### src/rtl/clk_mon_pkg.sv
// clk_mon_pkg: shared state encoding and default parameters for the slow-clock monitor.
package clk_mon_pkg;

    typedef enum logic [1:0] {
        ACQUIRE = 2'd0,
        MEASURE = 2'd1,
        LOCKED  = 2'd2,
        LOST    = 2'd3
    } mon_state_e;

    localparam int DEF_SYNC_STAGES = 2;
    localparam int DEF_CNT_W       = 24;
    localparam int DEF_TIMEOUT     = 2_000_000;
    localparam int DEF_EXPECT_HALF = 1_000_000;
    localparam int DEF_TOL         = 1_000;

endpackage

### src/rtl/clk_edge_monitor_sync.sv
// sync_edge_detect: synchronises an asynchronous level and emits registered rise/fall/edge strobes.
module sync_edge_detect #(
    parameter int SYNC_STAGES = 2
) (
    input  logic main_clock,
    input  logic reset_n,
    input  logic async_i,
    output logic rise_o,
    output logic fall_o,
    output logic edge_o
);

    localparam int PRIME = SYNC_STAGES + 1;
    localparam int PW    = $clog2(PRIME + 1);

    logic [SYNC_STAGES-1:0] sync_q;
    logic                   delayed_q;
    logic [PW-1:0]          prime_q;
    logic                   rise_q;
    logic                   fall_q;
    logic                   sync_last;
    logic                   primed;

    assign sync_last = sync_q[SYNC_STAGES-1];
    assign primed    = prime_q == PW'(PRIME);

    // delayed_q follows the chain even while priming, so a level held through reset is never seen as an edge
    always_ff @(posedge main_clock or negedge reset_n) begin
        if (!reset_n) begin
            sync_q    <= '0;
            delayed_q <= 1'b0;
            prime_q   <= '0;
            rise_q    <= 1'b0;
            fall_q    <= 1'b0;
        end else begin
            sync_q    <= {sync_q[SYNC_STAGES-2:0], async_i};
            delayed_q <= sync_last;
            prime_q   <= primed ? prime_q : prime_q + 1'b1;
            rise_q    <= primed & sync_last & ~delayed_q;
            fall_q    <= primed & ~sync_last & delayed_q;
        end
    end

    assign rise_o = rise_q;
    assign fall_o = fall_q;
    assign edge_o = rise_q | fall_q;

endmodule

### src/rtl/clk_edge_monitor.sv
// clk_edge_monitor: turns a slow asynchronous clock into main_clock strobes and
// measures its half-period, flagging loss or off-frequency operation.
module clk_edge_monitor
    import clk_mon_pkg::*;
#(
    parameter int SYNC_STAGES = DEF_SYNC_STAGES,
    parameter int CNT_W       = DEF_CNT_W,
    parameter int TIMEOUT     = DEF_TIMEOUT,
    parameter int EXPECT_HALF = DEF_EXPECT_HALF,
    parameter int TOL         = DEF_TOL
) (
    input  logic             main_clock,
    input  logic             reset_n,
    input  logic             slow_clock_in,
    output logic             rise_pulse,
    output logic             fall_pulse,
    output logic [CNT_W-1:0] half_period,
    output logic             period_valid,
    output logic             in_tolerance,
    output logic             clock_lost,
    output logic [15:0]      edge_count
);

    localparam int                W       = CNT_W + 1;
    localparam logic [CNT_W-1:0] CNT_MAX = '1;
    localparam logic [CNT_W-1:0] TMO     = CNT_W'(TIMEOUT - 1);
    localparam logic [CNT_W:0]   EXP     = W'(EXPECT_HALF);
    localparam logic [CNT_W:0]   TOL_W   = W'(TOL);

    mon_state_e        state_q, state_d;
    logic [CNT_W-1:0]  cnt_q, cnt_d;
    logic [CNT_W-1:0]  half_q, half_d;
    logic              valid_q, valid_d;
    logic              tol_q, tol_d;
    logic [15:0]       ecnt_q, ecnt_d;
    logic              edge_s;
    logic [CNT_W-1:0]  meas;
    logic signed [CNT_W:0] diff;
    logic [CNT_W:0]    mag;
    logic              in_tol;
    logic              timeout;

    sync_edge_detect #(.SYNC_STAGES(SYNC_STAGES)) u_sync (
        .main_clock(main_clock),
        .reset_n   (reset_n),
        .async_i   (slow_clock_in),
        .rise_o    (rise_pulse),
        .fall_o    (fall_pulse),
        .edge_o    (edge_s)
    );

    // cnt counts from zero after an edge, so the interval is cnt+1
    assign meas    = cnt_q + 1'b1;
    assign diff    = $signed({1'b0, meas}) - $signed(EXP);
    assign mag     = diff < 0 ? -diff : diff;
    assign in_tol  = mag <= TOL_W;
    assign timeout = !edge_s && cnt_q == TMO && state_q != LOST;

    always_comb begin
        state_d = state_q;
        cnt_d   = edge_s ? '0 : (cnt_q == CNT_MAX ? cnt_q : cnt_q + 1'b1);
        half_d  = half_q;
        valid_d = valid_q;
        tol_d   = tol_q;
        ecnt_d  = edge_s ? ecnt_q + 16'd1 : ecnt_q;
        if (edge_s) begin
            case (state_q)
                ACQUIRE: state_d = MEASURE;
                MEASURE: begin
                    state_d = LOCKED;
                    half_d  = meas;
                    valid_d = 1'b1;
                    tol_d   = in_tol;
                end
                LOCKED: begin
                    half_d = meas;
                    tol_d  = in_tol;
                end
                default: state_d = MEASURE;
            endcase
        end else if (timeout) begin
            state_d = LOST;
            valid_d = 1'b0;
            tol_d   = 1'b0;
        end
    end

    always_ff @(posedge main_clock or negedge reset_n) begin
        if (!reset_n) begin
            state_q <= ACQUIRE;
            cnt_q   <= '0;
            half_q  <= '0;
            valid_q <= 1'b0;
            tol_q   <= 1'b0;
            ecnt_q  <= '0;
        end else begin
            state_q <= state_d;
            cnt_q   <= cnt_d;
            half_q  <= half_d;
            valid_q <= valid_d;
            tol_q   <= tol_d;
            ecnt_q  <= ecnt_d;
        end
    end

    assign half_period  = half_q;
    assign period_valid = valid_q;
    assign in_tolerance = tol_q;
    assign clock_lost   = state_q == LOST;
    assign edge_count   = ecnt_q;

endmodule

### config.mk
export PLATFORM = sky130hd
export DESIGN_NAME = clk_edge_monitor
export DESIGN_NICKNAME = d
export VERILOG_FILES = /design/src/rtl/clk_mon_pkg.sv /design/src/rtl/clk_edge_monitor_sync.sv /design/src/rtl/clk_edge_monitor.sv
export SDC_FILE = /design/constraint.sdc
export NUM_CORES = 1
export LEC_CHECK = 0
export CAP_MARGIN = 20
export CORE_ASPECT_RATIO = 0.9
export CORE_MARGIN = 4
export CORE_UTILIZATION = 45
export CTS_CLUSTER_SIZE = 20
export DETAILED_ROUTE_END_ITERATION = 12
export PLACE_DENSITY = 0.77
export SKIP_LAST_GASP = 1
export SYNTH_ARGS = -nofsm -noshare
export SYNTH_HDL_FRONTEND = slang
export SYNTH_HIERARCHICAL = 1
export SYNTH_SLANG_ARGS = --single-unit
### constraint.sdc
create_clock -name main_clock -period 10.35 [get_ports main_clock]
set_input_delay 3.105 -clock main_clock [delete_from_list [all_inputs] [get_ports main_clock]]
set_output_delay 3.105 -clock main_clock [all_outputs]
set_load 0.03 [all_outputs]
# ---- Word-level counts from Yosys, hierarchy flattened
# Cells that the tools add are included.
dict set report op_classes {
  addsub 5
  order_cmp 2
  eq_ne 11
  mux 11
  bitwise_logic 7
  reduce_logical 9
}
# cell n
set ops {}
lappend ops {{$mux W24} 2}
lappend ops {{$le A25 B10 Y1 const B} 1}
lappend ops {{$lt A25 B1 Y1 const B} 1}
lappend ops {{$mux W25} 1}
lappend ops {{$neg A25 Y25} 1}
lappend ops {{$sub A24 B20 Y25 const B} 1}
lappend ops {{$add A24 B1 Y24 const B} 1}
lappend ops {{$eq A24 B21 Y1 const B} 1}
lappend ops {{$eq A24 B24 Y1 const B} 1}
lappend ops {{$add A16 B1 Y16 const B} 1}
lappend ops {{$ne A2 B2 Y1 const B} 4}
lappend ops {{$reduce_and A2 Y1} 4}
lappend ops {{$eq A2 B2 Y1 const B} 3}
lappend ops {{$mux W1} 5}
lappend ops {{$and A1 B1 Y1} 4}
lappend ops {{$mux W2} 2}
lappend ops {{$pmux W2 S2} 1}
lappend ops {{$add A2 B1 Y2 const B} 1}
lappend ops {{$eq A2 B1 Y1 const B} 1}
lappend ops {{$logic_and A1 B1 Y1} 2}
lappend ops {{$ne A2 B1 Y1 const B} 1}
lappend ops {{$not A1 Y1} 2}
lappend ops {{$reduce_bool A2 Y1} 1}
lappend ops {{$reduce_or A2 Y1} 1}
lappend ops {{other kinds (2)} 2}
dict set report word_totals {
  register_bits 75
  in_bits 3
  out_inout_bits 45
  elab_cells 56
}

# ---- Longest topological paths before layout
# Gate-level depths: netlist of run 1.
dict set report logic_depth {
  depth_word 7
  mapped_depth 15
  mapped_depth_nobuf 12
}

# ---- By module
# Netlist of run 1, hierarchy kept.
# module n_inst cells_each area_per_inst_um2 seq_area_each_um2
set by_module_without_submodules {}
lappend by_module_without_submodules {clk_edge_monitor 1 484 4296.6 1701.6}
lappend by_module_without_submodules {sync_edge_detect 1 13 237.7 175.2}

# ---- Least setup slack after synthesis of run 1
# Ideal clock, no wire load.
dict set report synth_path {
  kind {register -> output}
  start {register state_q[0]}
  end {output port clock_lost}
  t_arrival_ns 0.711
  required_time_ns 7.245
  path_slack_ns 6.534
  path_stages_with_launch 2
  n_path_buf 0
  path_cell_list {dfrtp_1 ha_1}
}
dict set report synth_via {
  elab_chain_len 1
}
# item line
set synth_lines {}
lappend synth_lines {{start: declaration} clk_edge_monitor.sv:30} ;# mon_state_e state_q, state_d;
lappend synth_lines {{start signal: assignment} clk_edge_monitor.sv:97} ;# state_q <= state_d;
lappend synth_lines {{$eq A2 B2 Y1} clk_edge_monitor.sv:109} ;# assign clock_lost = state_q == LOST;
lappend synth_lines {{end: declaration} clk_edge_monitor.sv:20} ;# output logic clock_lost,
# No other way between the ends.

# ---- Final worst setup path of run 1
dict set report layout_path {
  start {register state_q[1]}
  end {output port clock_lost}
}
# Same word-level chain as after synthesis.

==> metrics.md, run 1 <==
| Metric | Value |
|---|---|
| Outcome | complete, no violations |
| Chip Width | 114 µm |
| Commonest non-fill, non-tap cell in the layout | dfrtp_1 |
| Synth warnings | 6 |
| Mapped cell area | 4530 µm² |
| Switching share of power | 0.333 |
| CP Data Arrival Time | 1620 ps |
| Initial core utilization | 0.465 |
| Mapped Cells | 497 |
| Total power | 0.000760 W |
| Worst setup EP type | output pin |
| Hold-fix buffers, CTS | 0 |
| F_max | 212 MHz |
| Worst min-delay path class | flop to flop |
| P per Cell Area | 146 nW/µm² |
| H-Tree Level Count | 3 |
| PortBufs | 47 |
| Synth area leaders | dfrtp_1 (41%), xnor2_1 (6.8%), o21ai_0 (6.1%), nand2_1 (4.6%), xor2_1 (3.7%) |
| Synth Net Count | 507 |
| Layout cells sized above 1 | 0.0760 |
| Relative slew slack | 0.366 |
| Register bit count reported by yosys | 75 |
| CTS tree | built |
| First-pass GRT wire length | 18.7 mm |
| Post-DP HPWL | 7.64 mm |
| Worst-path fanout max | 4 |
| Max-cap viol count | 0 |
| Sequential element share of the synthesized area | 0.414 |
| Max Buffers Root-to-Sink | 2 |
| Post-CTS sizing | 0 |
| # rows | 34 |
| Min Tclk post-route | 4720 ps |
| Most frequent cells in the layout | dfrtp_1 (75), nand2_1 (56), o21ai_0 (55) |
| Clock Pin Slew Worst Setup and Hold Paths | 80 ps |
| Worst Setup Path Type | flop to output pin |
| Worst Path Required | 7250 ps |
| CTS Buf Count | 9 |
| Initial antenna violation count | 0 |
| Largest net degree at the start of global routing | 76 |
| LEAKAGE | 2.08 nW |
| Die height | 103 µm |
| Yosys top cell area share | 0.414 |
| Int Pwr | 0.000507 W |
| Number of global-route vias before repair | 3797 |
| Final net count | 531 |
| RSZ-0062 raised after global routing | no |
| Layout Skew | 10.1 ps |
| CTS root buf | clkbuf_8 |
| Startpoint Class | flop |
| Total grt overflow | 0 |
| Fin. max-slew vios | 0 |
| Clock sinks | 75 |
| Clk pwr share | 0.307 |
| Worst-Margin Slew | 948 ps |
| Setup_tns | 0 ps |
| Wire per inst | 16.9 µm |
| Detailed Routing Iterations Pass 1 | 5 |
| Final period util | 0.456 |
| Placer Congestion | 0.877 |
| Yosys cell types | 70 |
| Post-CTS setup buffer count | 0 |
| Comb power frac | 0.240 |
| Share of flip-flops with an asynchronous set or reset | 1.00 |
| Final setup vio count | 0 |
| Antenna cells | 0 |
| Post-DRT Antenna Nets | 0 |
| Cell taking the most area after synthesis | dfrtp_1 |
| P&R area growth vs syn | 14.8% |
| Worst VDD drop | 0.123 mV |
| Die area | 11700 µm² |
| Flop pwr share | 0.453 |
| Total core area | 9740 µm² |
| GRT Overall Usage | 0.198 |
| Primary FF master, synth | dfrtp_1 |
| DRT Wirelength | 11.0 mm |
| Post-synth EDFFs | 0 |
| DRT iter0 DRCs | 320 |
| Final hold vios | 0 |
| Worst-Skew Late Latency | 360 ps |
| P_sw | 0.000253 W |
| Detailed-route via count | 3904 |
| Vias per inst | 5.99 |
| DRC | 0 |
| Reg-to-reg slack, setup | 6050 ps |
| Avg Inst Size Synth | 9.12 µm² |
| IO Pins | 48 |
-- power by group through the flow --
| stage | clock network [W] | logic, W | registers, W |
|---|---|---|---|
| after global routing | 0.000253 | 0.000200 | 0.000349 |
| after global placement | 0 | 0.000180 | 0.000348 |
| final | 0.000233 | 0.000182 | 0.000345 |
| after floorplan | 0 | 0.0000825 | 0.000380 |
| after CTS | 0.000240 | 0.000185 | 0.000344 |
| after detailed placement | 0 | 0.000184 | 0.000349 |
-- worst max-delay path, cell delays in order, from the launching register on --
cell and delay, ps:
dfrtp_1 400, ha_1 190, clkdlybuf4s50_1 670
-- worst paths after layout --
check / start / endpoint / depth (start not counted)
min in group asynchronous: reset_n / half_period[6]$_DFFE_PN0P_ / 1
setup reg to reg: cnt_q[6]$_DFFE_PN0P_ / in_tolerance$_DFFE_PN0P_ / 11
hold / removal: u_sync/sync_q[0]$_DFF_PN0_ / u_sync/sync_q[1]$_DFF_PN0_ / 0
max in group asynchronous: reset_n / state_q[1]$_DFFE_PN0P_ / 1
hold reg to reg: u_sync/sync_q[0]$_DFF_PN0_ / u_sync/sync_q[1]$_DFF_PN0_ / 0
setup / recovery: state_q[1]$_DFFE_PN0P_ / clock_lost / 2
-- flip-flops by register name, summed over array words and instances, names as in the netlist --
| signal | cells |
|---|---|
| edge_count | 16 |
| half_period | 24 |
| in_tolerance | 1 |
| u_sync/rise_o | 1 |
| cnt_q | 24 |
| u_sync/fall_o | 1 |
| period_valid | 1 |
| u_sync/prime_q | 2 |
| state_q | 2 |
| u_sync/delayed_q | 1 |
| u_sync/sync_q | 2 |
-- routing by layer --
metal | wire length [µm] | track usage | vias to the layer above
met4 | 276 | 0.0822 | 0
met5 | 0 | 0 | -
met2 | 5020 | 0.314 | 173
met3 | 912 | 0.0553 | 27
met1 | 4790 | 0.258 | 1874
li1 | - | - | 1830
-- cell type report --
type                            count  area (µm²)
Fill cell                         897        4530
Multi-Input combinational cell    381        2470
Sequential cell                    75        1880
Timing Repair Buffer               48         475
Tap cell                          126         158
Clock buffer                       11         141
Clock inverter                      5        60.1
Inverter                            6        22.5
-- cell families after synthesis --
| group | after synthesis | synth area share |
|---|---|---|
| mux | 10 | 0.0243 |
| buf+inv | 41 | 0.0406 |
| fa+ha+maj | 7 | 0.0193 |
| simple gates | 196 | 0.233 |
| compound gates | 113 | 0.161 |
| xor+xnor | 55 | 0.108 |
| flops | 75 | 0.414 |
-- Yosys cell counts (all sizes together), types with 4 or more instances --
cell type,n
mux2i,5
inv,6
nand3,18
nand4,18
buf,13
nand2b,5
nor2,28
o211ai,4
a21oi,9
and3,13
xnor2,36
nand2,56
and4,4
a31oi,11
nor3,16
clkbuf,22
ha,7
nor3b,4
mux2,5
xor2,19
dfrtp,75
o21ai,58
nor4,10
-- through the flow --
stage	hold WS, ps	setup WS, ps	cell area (µm²)	instances	util
2_1_floorplan	331	6530	4530	497	-
3_5_place_dp	343	6000	5010	636	0.514
4_1_cts	368	5610	5210	652	0.535
3_3_place_gp	340	6030	5010	636	0.514
6_report	362	5630	5210	652	0.535
5_1_grt	377	5550	5210	652	0.535
Power figures use the tool's default switching activity.
==> run 2, diff against run 1 <==
--- a/config.mk
+++ b/config.mk
@@ -11,7 +11,7 @@
 export CORE_UTILIZATION = 45
 export CTS_CLUSTER_SIZE = 20
 export DETAILED_ROUTE_END_ITERATION = 12
-export PLACE_DENSITY = 0.77
+export PLACE_DENSITY = 0.79
 export SKIP_LAST_GASP = 1
 export SYNTH_ARGS = -nofsm -noshare
 export SYNTH_HDL_FRONTEND = slang
==> constraint.sdc (replaced) <==
create_clock -name main_clock -period 4 [get_ports main_clock]
set_input_delay 1.2 -clock main_clock [delete_from_list [all_inputs] [get_ports main_clock]]
set_output_delay 1.2 -clock main_clock [all_outputs]
set_load 0.03 [all_outputs]
==> metrics.md, run 2 (synthesized netlist as in run 1, its figures left out) <==
| Metric | Value |
|---|---|
| Outcome | complete, no violations |
| Final setup vio count | 0 |
| Worst-Skew Late Latency | 370 ps |
| Worst-Margin Slew | 914 ps |
| Total grt overflow | 0 |
| Worst Path Required | 4290 ps |
| Most frequent cells in the layout | dfrtp_1 (75), nand2_1 (56), o21ai_0 (55) |
| GRT Overall Usage | 0.202 |
| LEAKAGE | 2.15 nW |
| Detailed-route via count | 4015 |
| Post-Layout Cell Count | 669 |
| Fin. max-slew vios | 0 |
| Worst Path Buf+Inv | 0 |
| Worst setup EP type | flop |
| Wire per inst | 17.2 µm |
| Startpoint Class | flop |
| Die height | 103 µm |
| Final net count | 548 |
| Vias per inst | 6.00 |
| CP cell instances | ha_2 > and2_1 > nand4_1 > xor2_2 > and4_1 > nand2_1 > a21boi_0 > nor4bb_1 > a21o_1 > o22ai_1 > or4_1 > o21ai_1 |
| F_max | 269 MHz |
| Post-DP HPWL | 8.15 mm |
| Chip Width | 114 µm |
| CTS tree | built |
| Max Buffers Root-to-Sink | 2 |
| Layout cells sized above 1 | 0.118 |
| Worst Setup Path Type | flop to flop |
| P per Cell Area | 354 nW/µm² |
| Util after Layout | 0.548 |
| Final hold vios | 0 |
| H-Tree Level Count | 3 |
| DRT Wirelength | 11.5 mm |
| CP Data Arrival Time | 4010 ps |
| Clock Pin Slew Worst Setup and Hold Paths | 80 ps |
| IO Pins | 48 |
| Min Tclk post-route | 3720 ps |
| CTS Buf Count | 9 |
| Hold-fix buffers, CTS | 0 |
| Antenna cells | 0 |
| Setup_tns | 0 ps |
| CTS root buf | clkbuf_8 |
| Largest net degree at the start of global routing | 76 |
| PortBufs | 47 |
| Critical Path Max Stage Delay | 510 ps |
| Placed instance area | 5100 µm² |
| Fill cells | 867 |
| DRC | 0 |
| Worst VDD drop | 0.422 mV |
| Post-DRT Antenna Nets | 0 |
| Commonest non-fill, non-tap cell in the layout | dfrtp_1 |
| Placer Congestion | 0.981 |
| Placed cells | 649 |
| RSZ-0062 raised after global routing | no |
| DRT iter0 DRCs | 284 |
| Multi-input logic area | 2510 µm² |
| Initial core utilization | 0.465 |
| Reg area | 1880 µm² |
| Relative slew slack | 0.391 |
| # rows | 34 |
| Final instance area | 5340 µm² |
| Number of global-route vias before repair | 3727 |
| Initial antenna violation count | 0 |
| Crit path max-delay family | simple AND/OR/NAND/NOR gates |
| Worst-path fanout max | 10 |
| Slowest-stage cell, CP | dfrtp_1 |
| Final period util | 0.930 |
| Detailed Routing Iterations Pass 1 | 5 |
| Worst min-delay path class | flop to flop |
| Layout Skew | 9.60 ps |
| P&R area growth vs syn | 17.7% |
| Total power | 0.00189 W |
| Clock sinks | 75 |
| Die area | 11700 µm² |
| Total core area | 9740 µm² |
| First-pass GRT wire length | 18.8 mm |
| Max-cap viol count | 0 |
-- run 2: final timing paths --
| path | startpoint | to | slack, ps | cells past startpoint |
|---|---|---|---|---|
| min in group asynchronous | reset_n | half_period[7]$_DFFE_PN0P_ | 960 | 1 |
| setup reg to reg | cnt_q[1]$_DFFE_PN0P_ | in_tolerance$_DFFE_PN0P_ | 280 | 12 |
| max in group asynchronous | reset_n | half_period[15]$_DFFE_PN0P_ | 2440 | 1 |
| setup / recovery | cnt_q[1]$_DFFE_PN0P_ | in_tolerance$_DFFE_PN0P_ | 280 | 12 |
| hold reg to reg | u_sync/sync_q[0]$_DFF_PN0_ | u_sync/sync_q[1]$_DFF_PN0_ | 370 | 0 |
| hold / removal | u_sync/sync_q[0]$_DFF_PN0_ | u_sync/sync_q[1]$_DFF_PN0_ | 370 | 0 |
-- run 2: stage by stage --
| step | setup WS [ps] | hold WS, ps |
|---|---|---|
| finish | 282 | 374 |
| global route | 15.7 | 381 |
| floorplan | 578 | 331 |
| global placement | 273 | 339 |
| detailed placement | 150 | 352 |
| CTS | 121 | 378 |
-- run 2: area by class of cell --
cell class | count | area share
multi-input combinational | 381 | 0.470
sequential | 75 | 0.352
timing repair buffer | 65 | 0.113
tap | 126 | 0.0295
clock buffer | 10 | 0.0239
clock inverter | 6 | 0.00750
inverter | 6 | 0.00422
-- run 2: power by group --
| part | switching (W) | internal, W | total [W] |
|---|---|---|---|
| Clock | 0.000294 | 0.000225 | 0.000519 |
| Sequential | 0.0000669 | 0.000821 | 0.000888 |
| Combinational | 0.000295 | 0.000185 | 0.000480 |
| Total | 0.000656 | 0.00123 | 0.00189 |
-- run 2: per-layer routing --
metal | vias to the layer above | track usage | routed length (µm)
li1 | 1874 | - | -
met1 | 1942 | 0.269 | 5140
met2 | 174 | 0.316 | 5180
met3 | 25 | 0.0524 | 899
met4 | 0 | 0.0804 | 272
met5 | - | 0 | 0
-- run 2: worst register-to-register path: cells and delay by family, from the launching register on --
kind | cells | cell delay [ps]
compound gates | 4 | 620
xor+xnor | 1 | 260
simple gates | 6 | 1920
flops | 1 | 510
fa+ha+maj | 1 | 350
-- run 2: repair_timing --
action | CTS | global route
setup endpoints to repair | 0 | 1
resized for setup | 0 | 7
buffers inserted | 0 | 4
==> run 3, diff against run 2 <==
--- a/config.mk
+++ b/config.mk
@@ -12,7 +12,6 @@
 export CTS_CLUSTER_SIZE = 20
 export DETAILED_ROUTE_END_ITERATION = 12
 export PLACE_DENSITY = 0.79
-export SKIP_LAST_GASP = 1
 export SYNTH_ARGS = -nofsm -noshare
 export SYNTH_HDL_FRONTEND = slang
 export SYNTH_HIERARCHICAL = 1
==> results of run 3 <==
Same layout as run 2: the final DEF is identical, and so are final timing and power.
